===== src/rtl/par2ser_pkg.sv =====
// Shared types and helpers for the par2ser_stream serialiser.
package par2ser_pkg;

  typedef enum logic {
    MsbFirst = 1'b0,
    LsbFirst = 1'b1
  } bit_order_e;

  // Width of the bit counter for a word of data_w bits, plus an optional parity bit.
  function automatic int unsigned cnt_width(input int unsigned data_w, input bit parity_en);
    int unsigned len;
    len = parity_en ? data_w + 1 : data_w;
    return (len > 2) ? $clog2(len) : 1;
  endfunction

endpackage


===== src/rtl/par2ser_hold.sv =====
// One-word hold register with full flag; filled by load_i, emptied by drain_i.
module par2ser_hold #(
  parameter int unsigned DATA_W = 4
) (
  input  logic              clk,
  input  logic              reset,
  input  logic              load_i,
  input  logic              drain_i,
  input  logic [DATA_W-1:0] data_i,
  output logic              full_o,
  output logic [DATA_W-1:0] data_o
);

  logic [DATA_W-1:0] data_q;
  logic              full_q;

  always_ff @(posedge clk or negedge reset) begin
    if (!reset) begin
      data_q <= '0;
      full_q <= 1'b0;
    end else begin
      if (load_i) begin
        data_q <= data_i;
      end
      full_q <= load_i | (full_q & ~drain_i);
    end
  end

  assign full_o = full_q;
  assign data_o = data_q;

endmodule


===== src/rtl/par2ser_stream.sv =====
// Parallel-to-serial converter with valid/ready input and one-word buffering.
// Define PAR2SER_PARITY_EN to append an even-parity bit after each word.
module par2ser_stream
  import par2ser_pkg::*;
#(
  parameter int unsigned DATA_W    = 4,
  parameter int unsigned LSB_FIRST = 0
) (
  input  logic              clk,
  input  logic              reset,
  input  logic              par_valid_i,
  output logic              par_ready_o,
  input  logic [DATA_W-1:0] parallel_i,
  output logic              serial_o,
  output logic              valid_o,
  output logic              last_o,
  output logic              parity_o,
  output logic              empty_o
);

`ifdef PAR2SER_PARITY_EN
  localparam bit ParityEn = 1'b1;
`else
  localparam bit ParityEn = 1'b0;
`endif

  localparam int unsigned WordLen = DATA_W + (ParityEn ? 1 : 0);
  localparam int unsigned CntW    = cnt_width(DATA_W, ParityEn);
  localparam logic [CntW-1:0] CntLast = CntW'(WordLen - 1);
  localparam bit_order_e Order = (LSB_FIRST != 0) ? LsbFirst : MsbFirst;

  logic [DATA_W-1:0] shift_q, shift_next, next_word, hold_data;
  logic [CntW-1:0]   cnt_q;
  logic              busy_q;
  logic              hold_full, at_last, accept, load_direct, hold_load, hold_drain;
  logic              data_bit;

  always_comb begin
    at_last     = busy_q && (cnt_q == CntLast);
    accept      = par_valid_i && !hold_full;
    // A word arriving on the last bit goes straight into the shifter: no bubble.
    load_direct = accept && (!busy_q || at_last);
    hold_load   = accept && busy_q && !at_last;
    hold_drain  = at_last && hold_full;
    next_word   = hold_drain ? hold_data : parallel_i;
    if (Order == LsbFirst) begin
      data_bit   = shift_q[0];
      shift_next = {1'b0, shift_q[DATA_W-1:1]};
    end else begin
      data_bit   = shift_q[DATA_W-1];
      shift_next = {shift_q[DATA_W-2:0], 1'b0};
    end
  end

  par2ser_hold #(
    .DATA_W (DATA_W)
  ) u_hold (
    .clk     (clk),
    .reset   (reset),
    .load_i  (hold_load),
    .drain_i (hold_drain),
    .data_i  (parallel_i),
    .full_o  (hold_full),
    .data_o  (hold_data)
  );

  always_ff @(posedge clk or negedge reset) begin
    if (!reset) begin
      shift_q <= '0;
      cnt_q   <= '0;
      busy_q  <= 1'b0;
    end else if (load_direct || hold_drain) begin
      shift_q <= next_word;
      cnt_q   <= '0;
      busy_q  <= 1'b1;
    end else if (at_last) begin
      cnt_q  <= '0;
      busy_q <= 1'b0;
    end else if (busy_q) begin
      shift_q <= shift_next;
      cnt_q   <= cnt_q + CntW'(1);
    end
  end

`ifdef PAR2SER_PARITY_EN
  logic parity_q;
  logic on_parity;

  always_ff @(posedge clk or negedge reset) begin
    if (!reset) begin
      parity_q <= 1'b0;
    end else if (load_direct || hold_drain) begin
      parity_q <= ^next_word;
    end
  end

  assign on_parity = busy_q && (cnt_q == CntW'(DATA_W));
  assign serial_o  = busy_q && (on_parity ? parity_q : data_bit);
  assign parity_o  = on_parity;
`else
  assign serial_o = busy_q && data_bit;
  assign parity_o = 1'b0;
`endif

  assign valid_o     = busy_q;
  assign last_o      = at_last;
  assign par_ready_o = !hold_full;
  assign empty_o     = !busy_q && !hold_full;

endmodule


===== config.mk =====
export PLATFORM = sky130hd
export DESIGN_NAME = par2ser_stream
export DESIGN_NICKNAME = d
export VERILOG_FILES = /design/src/rtl/par2ser_pkg.sv /design/src/rtl/par2ser_hold.sv /design/src/rtl/par2ser_stream.sv
export SDC_FILE = /design/constraint.sdc
export NUM_CORES = 1
export LEC_CHECK = 0
export BUFFER_PORTS_ARGS = -buffer_cell sky130_fd_sc_hd__buf_2
export CAP_MARGIN = 15
export CORE_AREA = 2 2 39 41
export CTS_BUF_LIST = sky130_fd_sc_hd__clkbuf_4 sky130_fd_sc_hd__clkbuf_8 sky130_fd_sc_hd__clkbuf_16
export DETAILED_ROUTE_END_ITERATION = 10
export DIE_AREA = 0 0 41 43
export GPL_TIMING_DRIVEN = 0
export HOLD_SLACK_MARGIN = 0.03
export PLACE_DENSITY = 0.81
export SLEW_MARGIN = 40
export SYNTH_ARGS = -nofsm -noshare
export SYNTH_HDL_FRONTEND = slang
export SYNTH_HIERARCHICAL = 1
export SYNTH_SLANG_ARGS = --single-unit

===== constraint.sdc =====
create_clock -name clk -period 2.9 [get_ports clk]
set_input_delay 0.58 -clock clk [delete_from_list [all_inputs] [get_ports clk]]
set_output_delay 0.58 -clock clk [all_outputs]
set_load 0.01 [all_outputs]

==> summary.txt, run 1 <==
Power
  • Power Density: 1096 mW/mm²
  • Peak supply drop: 411.3 µV
  • LEAKAGE: between 0.3 and 0.4 nW

Final layout
  • Fin area: 738.2 µm²
  • Sequential Area: roughly 300 µm²
  • Share of cells above drive strength 1: roughly a third
  • Layout Area Growth over Synthesis: 15.23%
  • Multi-input logic area: 302.8 µm²
  • Number of diodes: 0
  • Fillers: 133
  • Nets@finish: 84

STA
  • Fin crit share: 65.31%
  • RSZ-0062 raised after global routing: no
  • Total Neg Setup Slack: 0 ns
  • Max frequency: 0.5280 GHz
  • Pins Over Slew Limit: 0
  • Final Hold Viols: 0
  • Final setup vio count: 0
  • Final Critical Period: 1.894 ns
  • Clock Skews: 0.0004769 ns

Clocking
  • CTS tree: built
  • H-tree depth: 1
  • Post-CTS Hold Buffers: 0
  • Clock-pin slew on the worst setup and hold paths: around 0.070 ns
  • Root buf cell: clkbuf_4
  • Clock tree buffer depth: 2
  • Clk Latency, worst-skew pair: 0.27 ns
  • Clock buffer count from CTS: 3
  • Post-CTS Resized: 0
  • Postcts setup bufs: 0
  • Sink Count: 12

Detailed routing
  • Total number of vias: 494
  • ANT nets after route: 0
  • # DRC: 0
  • Mean number of vias per cell: 5.489
  • WL per Instance: 13.11 µm
  • Total Wirelength: approximately 1.2 mm
  • Drt initial violations: 19
  • Drt pass-1 iters: 4

Run
  • Max cap viols: 0

Floorplanning
  • Die extent in y: between 40 and 50 µm
  • # IOs: 13
  • Die width: roughly 40 µm
  • Starting Density: 46.29%
  • Core Area: about 0.0014 mm²
  • Die ar.: about 0.0018 mm²
  • FP Rows: 14

Global routing
  • First-pass GRT wire length: 2.083 mm
  • Vias in the first global route: between 400 and 500
  • Largest net degree at the start of global routing: 13
  • Antenna violations before repair: 0
  • Grt ovf: 0
  • Gr usage total: a little under a fifth

Placed design
  • Port-buffer cells: 11
  • GP Congestion: 0.8906
  • Final HPWL DP: 854.4 µm
  • Dpl cell area: 715.7 µm²

Yosys
  • Ys Warns: 6
  • Dominant cells by area after synthesis: dfrtp_1 (47%), mux2_2 (7.0%), o211ai_1 (3.5%)
  • Dominant cell type by area after synthesis: dfrtp_1
  • Area share of the largest cell type after synthesis: 46.88%
  • Synthesized area: about 640 µm²
  • FF+latch count, synth: 12
  • Syn avg cell area: 10.68 µm²
  • Synth cell types: 27
  • Syn nets: 68
  • Post-synthesis sequential area ratio: 46.88%
  • Cells after Synth: 60

Hold path
  • HP Class: in2async

Setup path
  • Setup crit end kind: flip-flop
  • Crit path max fanout: 7
  • Crit path DAT: 2.05 ns
  • Crit Path Category: reg2reg
  • Worst endpoint required time: 3.06 ns
  • CP Launch Type: flip-flop

Status
  • Status: completed
[routing by layer]
metal  routed length, µm  vias up  global-route usage (%)
li1                    -      245                       -
met1                 513      229                   24.92
met2                 585       18                   23.75
met3                  67        2                   4.712
met4                  14        0                   12.00
met5                   0        -                       0
[state kept, by name (all words and copies together), names as in the netlist]
signal	flops
shift_q	4
cnt_q	2
u_hold/full_o	1
u_hold/data_o	4
valid_o	1
[worst max-delay path, stage by stage (launching register included)]
cell and delay [ns]:
dfrtp_1 0.40, ha_1 0.29, or2b_1 0.34, nor2_1 0.36, mux2_2 0.38
[logic make-up after synthesis]
logic type,count (synthesis),share of synthesized area (%)
buffers and inverters,7,5.858
adders and majority gates,1,1.953
muxes,6,10.94
DFF,12,46.88
and+or+nand+nor,15,12.50
AOI/OAI and AO/OA,18,21.29
other,1,0.5854
[report_power, final]
part / total (mW) / switching (mW) / leakage, nW / internal, mW
registers: 0.311 / 0.0571 / 0.143 / 0.254
clock network: 0.0987 / 0.0506 / 0.0138 / 0.0480
logic: 0.400 / 0.204 / 0.194 / 0.195
[placed cells by master (no fill, tap or decap)]
master and count:
dfrtp_1 12, nand3_1 2, buf_2 11, nand2b_1 2, a21oi_1 3, o32ai_1 2
a31oi_1 1, ha_1 1, buf_4 1, mux2i_1 1, inv_2 1, a21o_2 1
inv_1 4, and2_1 2, o211ai_1 3, o31ai_1 3, or2b_1 1, buf_6 1
nor2b_1 3, a21bo_1 1, conb_1 1, a32oi_1 2, clkbuf_4 3, nand2_1 3
mux2_2 4, a21oi_2 1, a211oi_1 1, mux2_4 1, nor2_1 2
[cell usage after synthesis, drive strengths merged]
| master | number |
|---|---|
| ha | 1 |
| or2b | 1 |
| mux2 | 5 |
| buf | 2 |
| a32oi | 2 |
| and2 | 2 |
| nand3 | 2 |
| nand2 | 3 |
| a21bo | 1 |
| o211ai | 3 |
| a21oi | 4 |
| dfrtp | 12 |
| conb | 1 |
| inv | 5 |
| nor2b | 3 |
| a31oi | 1 |
| nand2b | 2 |
| o32ai | 2 |
| mux2i | 1 |
| nor2 | 2 |
| a211oi | 1 |
| o31ai | 3 |
| a21o | 1 |
[through the flow]
stage	setup slack (ns)	util (%)	cells	hold slack, ns	total power, mW
2_1_floorplan	1.231	-	60	0.2844	0.6121
4_1_cts	1.009	53.35	90	0.1698	0.8188
5_1_grt	0.9193	53.35	90	0.1796	0.8922
3_5_place_dp	1.016	51.72	87	0.4686	0.7137
3_3_place_gp	1.037	51.72	87	0.4676	0.6992
6_report	1.006	53.35	90	0.1720	0.8094
[area by class of cell]
cell class | count | area share (%)
Sequential cell | 12 | 40.68
Timing Repair Buffer | 11 | 7.458
Multi-Input combinational cell | 41 | 41.02
Clock buffer | 3 | 3.051
Tap cell | 16 | 2.712
Buffer | 2 | 2.542
Inverter | 5 | 2.542
[path summary, 6_finish.rpt]
check                                      from                           end  slack [ns]  cells after the start
max reg2reg                cnt_q[0]$_DFFE_PN0P_  u_hold/data_o[1]$_DFFE_PN0P_        1.01                      4
min reg2reg                cnt_q[0]$_DFFE_PN0P_          cnt_q[0]$_DFFE_PN0P_        0.51                      1
max                        cnt_q[0]$_DFFE_PN0P_  u_hold/data_o[1]$_DFFE_PN0P_        1.01                      4
max in group asynchronous                 reset  u_hold/data_o[3]$_DFFE_PN0P_        2.52                      1
min                                       reset          cnt_q[0]$_DFFE_PN0P_        0.17                      1
min in group clk           cnt_q[0]$_DFFE_PN0P_          cnt_q[0]$_DFFE_PN0P_        0.51                      1
No activity file was read; power rests on OpenSTA's default activity.
==> run 2: changes to the inputs <==
ABC_AREA = 1   (was not set)
CORE_AREA = not set   (was 2 2 39 41)
CORE_UTILIZATION = 46   (was not set)
DIE_AREA = not set   (was 0 0 41 43)
clock period = 1.6 ns   (was 2.9 ns; I/O delays follow)
==> run 2 against run 1 <==
Effect of this change: synthesized area is 4.3% higher; synthesized cell count is 38% higher; clock-buffer cell count is 1 higher; highest routed layer unchanged.
==> summary.txt, run 2 <==
Global routing
  • Grt ovf: 0 (unchanged)
  • Vias in the first global route: 518 (was 471)
  • Antenna violations before repair: 0 (unchanged)
  • Gr usage total: 20.12% (was 18.02%)
  • First-pass GRT wire length: 2.063 mm (was 2.083 mm)
  • Largest net degree at the start of global routing: 13 (unchanged)

Final layout
  • Number of diodes: 0 (unchanged)
  • Multi-input logic area: 304.0 µm² (was 302.8 µm²)
  • Share of cells above drive strength 1: 34.34% (was 32.43%)
  • Commonest non-fill, non-tap cells in the layout: nand2_1 (29), dfrtp_1 (12), buf_2 (11) (was dfrtp_1 (12), buf_2 (11), inv_1 (4), mux2_2 (4))
  • Fillers: 133 (unchanged)
  • Layout Area Growth over Synthesis: 18.73% (was 15.23%)
  • Nets@finish: 108 (was 84)
  • Commonest non-fill, non-tap cell in the layout: nand2_1 (was dfrtp_1)
  • Sequential Area: 300.3 µm² (unchanged)

Clocking
  • Clock-pin slew on the worst setup and hold paths: 0.08 ns (was 0.07 ns)
  • H-tree depth: 1 (unchanged)
  • Clk Latency, worst-skew pair: 0.28 ns (was 0.27 ns)
  • CTS tree: built (unchanged)
  • Postcts setup bufs: 0 (unchanged)
  • Root buf cell: clkbuf_4 (unchanged)
  • Clock buffer count from CTS: 3 (unchanged)
  • Clock tree buffer depth: 2 (unchanged)
  • Sink Count: 12 (unchanged)

Floorplanning
  • # IOs: 13 (unchanged)
  • Starting Density: 50.09% (was 46.29%)
  • Die extent in y: 40.11 µm (was 43 µm)
  • Core Area: 0.001334 mm² (was 0.001384 mm²)
  • FP Rows: 13 (was 14)
  • Die ar.: 0.001609 mm² (was 0.001763 mm²)
  • Die width: 40.11 µm (was 41 µm)

Detailed routing
  • Mean number of vias per cell: 4.947 (was 5.489)
  • WL per Instance: 10.98 µm (was 13.11 µm)
  • Drt pass-1 iters: 4 (unchanged)
  • Total number of vias: 564 (was 494)
  • Drt initial violations: 6 (was 19)
  • ANT nets after route: 0 (unchanged)
  • Total Wirelength: 1.252 mm (was 1.180 mm)
  • # DRC: 0 (unchanged)

Setup path
  • Crit Path Category: reg2out (was reg2reg)
  • Crit-path max cell delay: 0.40 ns (about the same)
  • Setup crit end kind: output pin (was flip-flop)
  • CP Launch Type: flip-flop (unchanged)
  • Cell count of the worst reg-to-reg path: 7 (was 4)
  • Worst endpoint required time: 1.28 ns (was 3.06 ns)
  • CP max-delay cell: dfrtp_1 (unchanged)
  • Crit path DAT: 1.15 ns (was 2.05 ns)
  • Crit path max fanout: 4 (was 7)
  • Crit-path cells: ha_2 -> nand2_1 -> inv_1 -> buf_2 (was ha_1 -> or2b_1 -> nor2_1 -> mux2_2)

STA
  • Final Hold Viols: 0 (unchanged)
  • Total Neg Setup Slack: 0 ns (unchanged)
  • Max frequency: 0.6818 GHz
  • RSZ-0062 raised after global routing: no (unchanged)
  • Fin crit share: 91.67%
  • Final Critical Period: ~1.5 ns
  • Final setup vio count: 0 (unchanged)
  • Pins Over Slew Limit: 0 (unchanged)
  • Final worst-path setup slack: 0.1333 ns (was 1.006 ns)
  • Clock Skews: 0.001981 ns (was 0.0004769 ns)

Yosys
  • Dominant cells by area after synthesis: dfrtp_1 (45%), nand2_1 (16%), inv_1 (4.5%) (was dfrtp_1 (47%), mux2_2 (7.0%), o211ai_1 (3.5%))
  • Syn avg cell area: 8.050 µm² (was 10.68 µm²)
  • Dominant cell type by area after synthesis: dfrtp_1 (unchanged)
  • Post-synthesis sequential area ratio: 44.94% (was 46.88%)
  • Cells after Synth: 83 (was 60)
  • Synth cell types: 20 (was 27)
  • Syn nets: 91 (was 68)
  • Synth cell count leaders: nand2_1 (29), dfrtp_1 (12), inv_1 (8) (was dfrtp_1 (12), inv_1 (4), mux2_2 (4))
  • Ys flop type: dfrtp_1 (unchanged)
  • Async set or reset register ratio after synthesis: 100.0% (unchanged)
  • Synthesized area: 668.1 µm² (was 640.6 µm²)
  • Number of flops mapped to enable cells by yosys: 0 (unchanged)
  • Cell with the most instances after synthesis: nand2_1 (was dfrtp_1)
  • Ys Warns: 6 (unchanged)
  • Area share of the largest cell type after synthesis: 44.94% (was 46.88%)
  • FF+latch count, synth: 12 (unchanged)

Placed design
  • Port-buffer cells: 11 (unchanged)
  • Final HPWL DP: 892.6 µm (was 854.4 µm)
  • GP Congestion: 0.8204 (was 0.8906)
  • Pre-CTS setup slack: 0.08414 ns (was 1.016 ns)

Hold path
  • HP Class: in2reg (was in2async)
  • Hold path cells: 3

Power
  • Flop pwr share: 36.1% (was 38.4%)
  • Peak supply drop: 869.7 µV (was 411.3 µV)
  • Clock power share: 16.1% (was 12.2%)
  • Switch Pwr: 650.3 µW (was 312.0 µW)
  • LEAKAGE: 0.4280 nW (was 0.3507 nW)
  • Internal: 874.4 µW (was 497.3 µW)
  • Comb pwr share: 47.8% (was 49.4%)
  • Power Density: 1922 mW/mm² (was 1096 mW/mm²)
  • Sw Share: 42.65% (was 38.55%)

Run
  • Max cap viols: 0 (unchanged)

Status
  • Status: completed (unchanged)
run 2: power by group through the flow:
stage	clock (mW)	combinational (mW)	sequential [mW]
6_report	0.245	0.729	0.551
3_5_place_dp	0	0.715	0.557
5_1_grt	0.259	0.840	0.567
3_3_place_gp	0	0.693	0.546
4_1_cts	0.248	0.726	0.551
2_1_floorplan	0	0.555	0.539
run 2: cell families (layout without fill, tap and decap cells):
| logic type | Yosys count | in the layout | share of synthesized area [%] |
|---|---|---|---|
| AOI/OAI and AO/OA | 9 | 9 | 9.550 |
| DFF | 12 | 12 | 44.94 |
| buffers and inverters | 15 | 31 | 10.30 |
| other | 1 | 1 | 0.5613 |
| and+or+nand+nor | 45 | 45 | 32.77 |
| adders and majority gates | 1 | 1 | 1.872 |
run 2: through the flow:
step                instance area [µm²]  instances  power [mW]  hold WS [ns]  utilization, %
finish                            793.3        114       1.525        0.2536           59.47
global route                      793.3        114       1.666        0.2822           59.47
CTS                               788.3        114       1.525        0.2640           59.10
detailed placement                742.0        109       1.272        0.2132           55.63
global placement                  742.0        109       1.239        0.2105           55.63
floorplan                         668.1         83       1.095       0.02441               -
run 2: worst paths after layout:
path	start	endpoint	slack, ns
min in group asynchronous	reset	cnt_q[1]$_DFFE_PN0P_	0.44
setup reg to reg	cnt_q[0]$_DFFE_PN0P_	u_hold/data_o[0]$_DFFE_PN0P_	0.24
hold / removal	parallel_i[2]	u_hold/data_o[2]$_DFFE_PN0P_	0.25
max in group asynchronous	reset	shift_q[2]$_DFFE_PN0P_	0.94
hold reg to reg	u_hold/data_o[1]$_DFFE_PN0P_	u_hold/data_o[1]$_DFFE_PN0P_	0.48
setup / recovery	cnt_q[0]$_DFFE_PN0P_	last_o	0.13
run 2: what timing repair did:
action                                  4_1_cts  5_1_grt
endpoints found under the setup margin        0        5
gates resized for setup                       0        2
hold endpoints to repair                     12        0
hold buffers                                  1        0
run 2: final cells by class:
class / count / share of cell area, %
multi-input cells: 56 / 38.33
flip-flops and latches: 12 / 37.85
repair buffers: 12 / 8.202
inverters: 13 / 6.782
clock buffers: 4 / 4.574
well taps: 15 / 2.366
plain buffers: 2 / 1.893
run 2: worst max-delay path: cells and delay by family (launching register included):
family,cells,cell delay (ns)
buffers and inverters,2,0.15
adders and majority gates,1,0.24
DFF,1,0.40
and+or+nand+nor,1,0.08
run 2: layer usage:
layer / share of wire, % / routed length, µm / GRT usage [%]
met4: 2.5 / 31 / 12.93
met2: 47 / 592 / 33.47
met5: 0 / 0 / 0
met3: 4.7 / 59 / 3.333
met1: 45 / 569 / 23.69
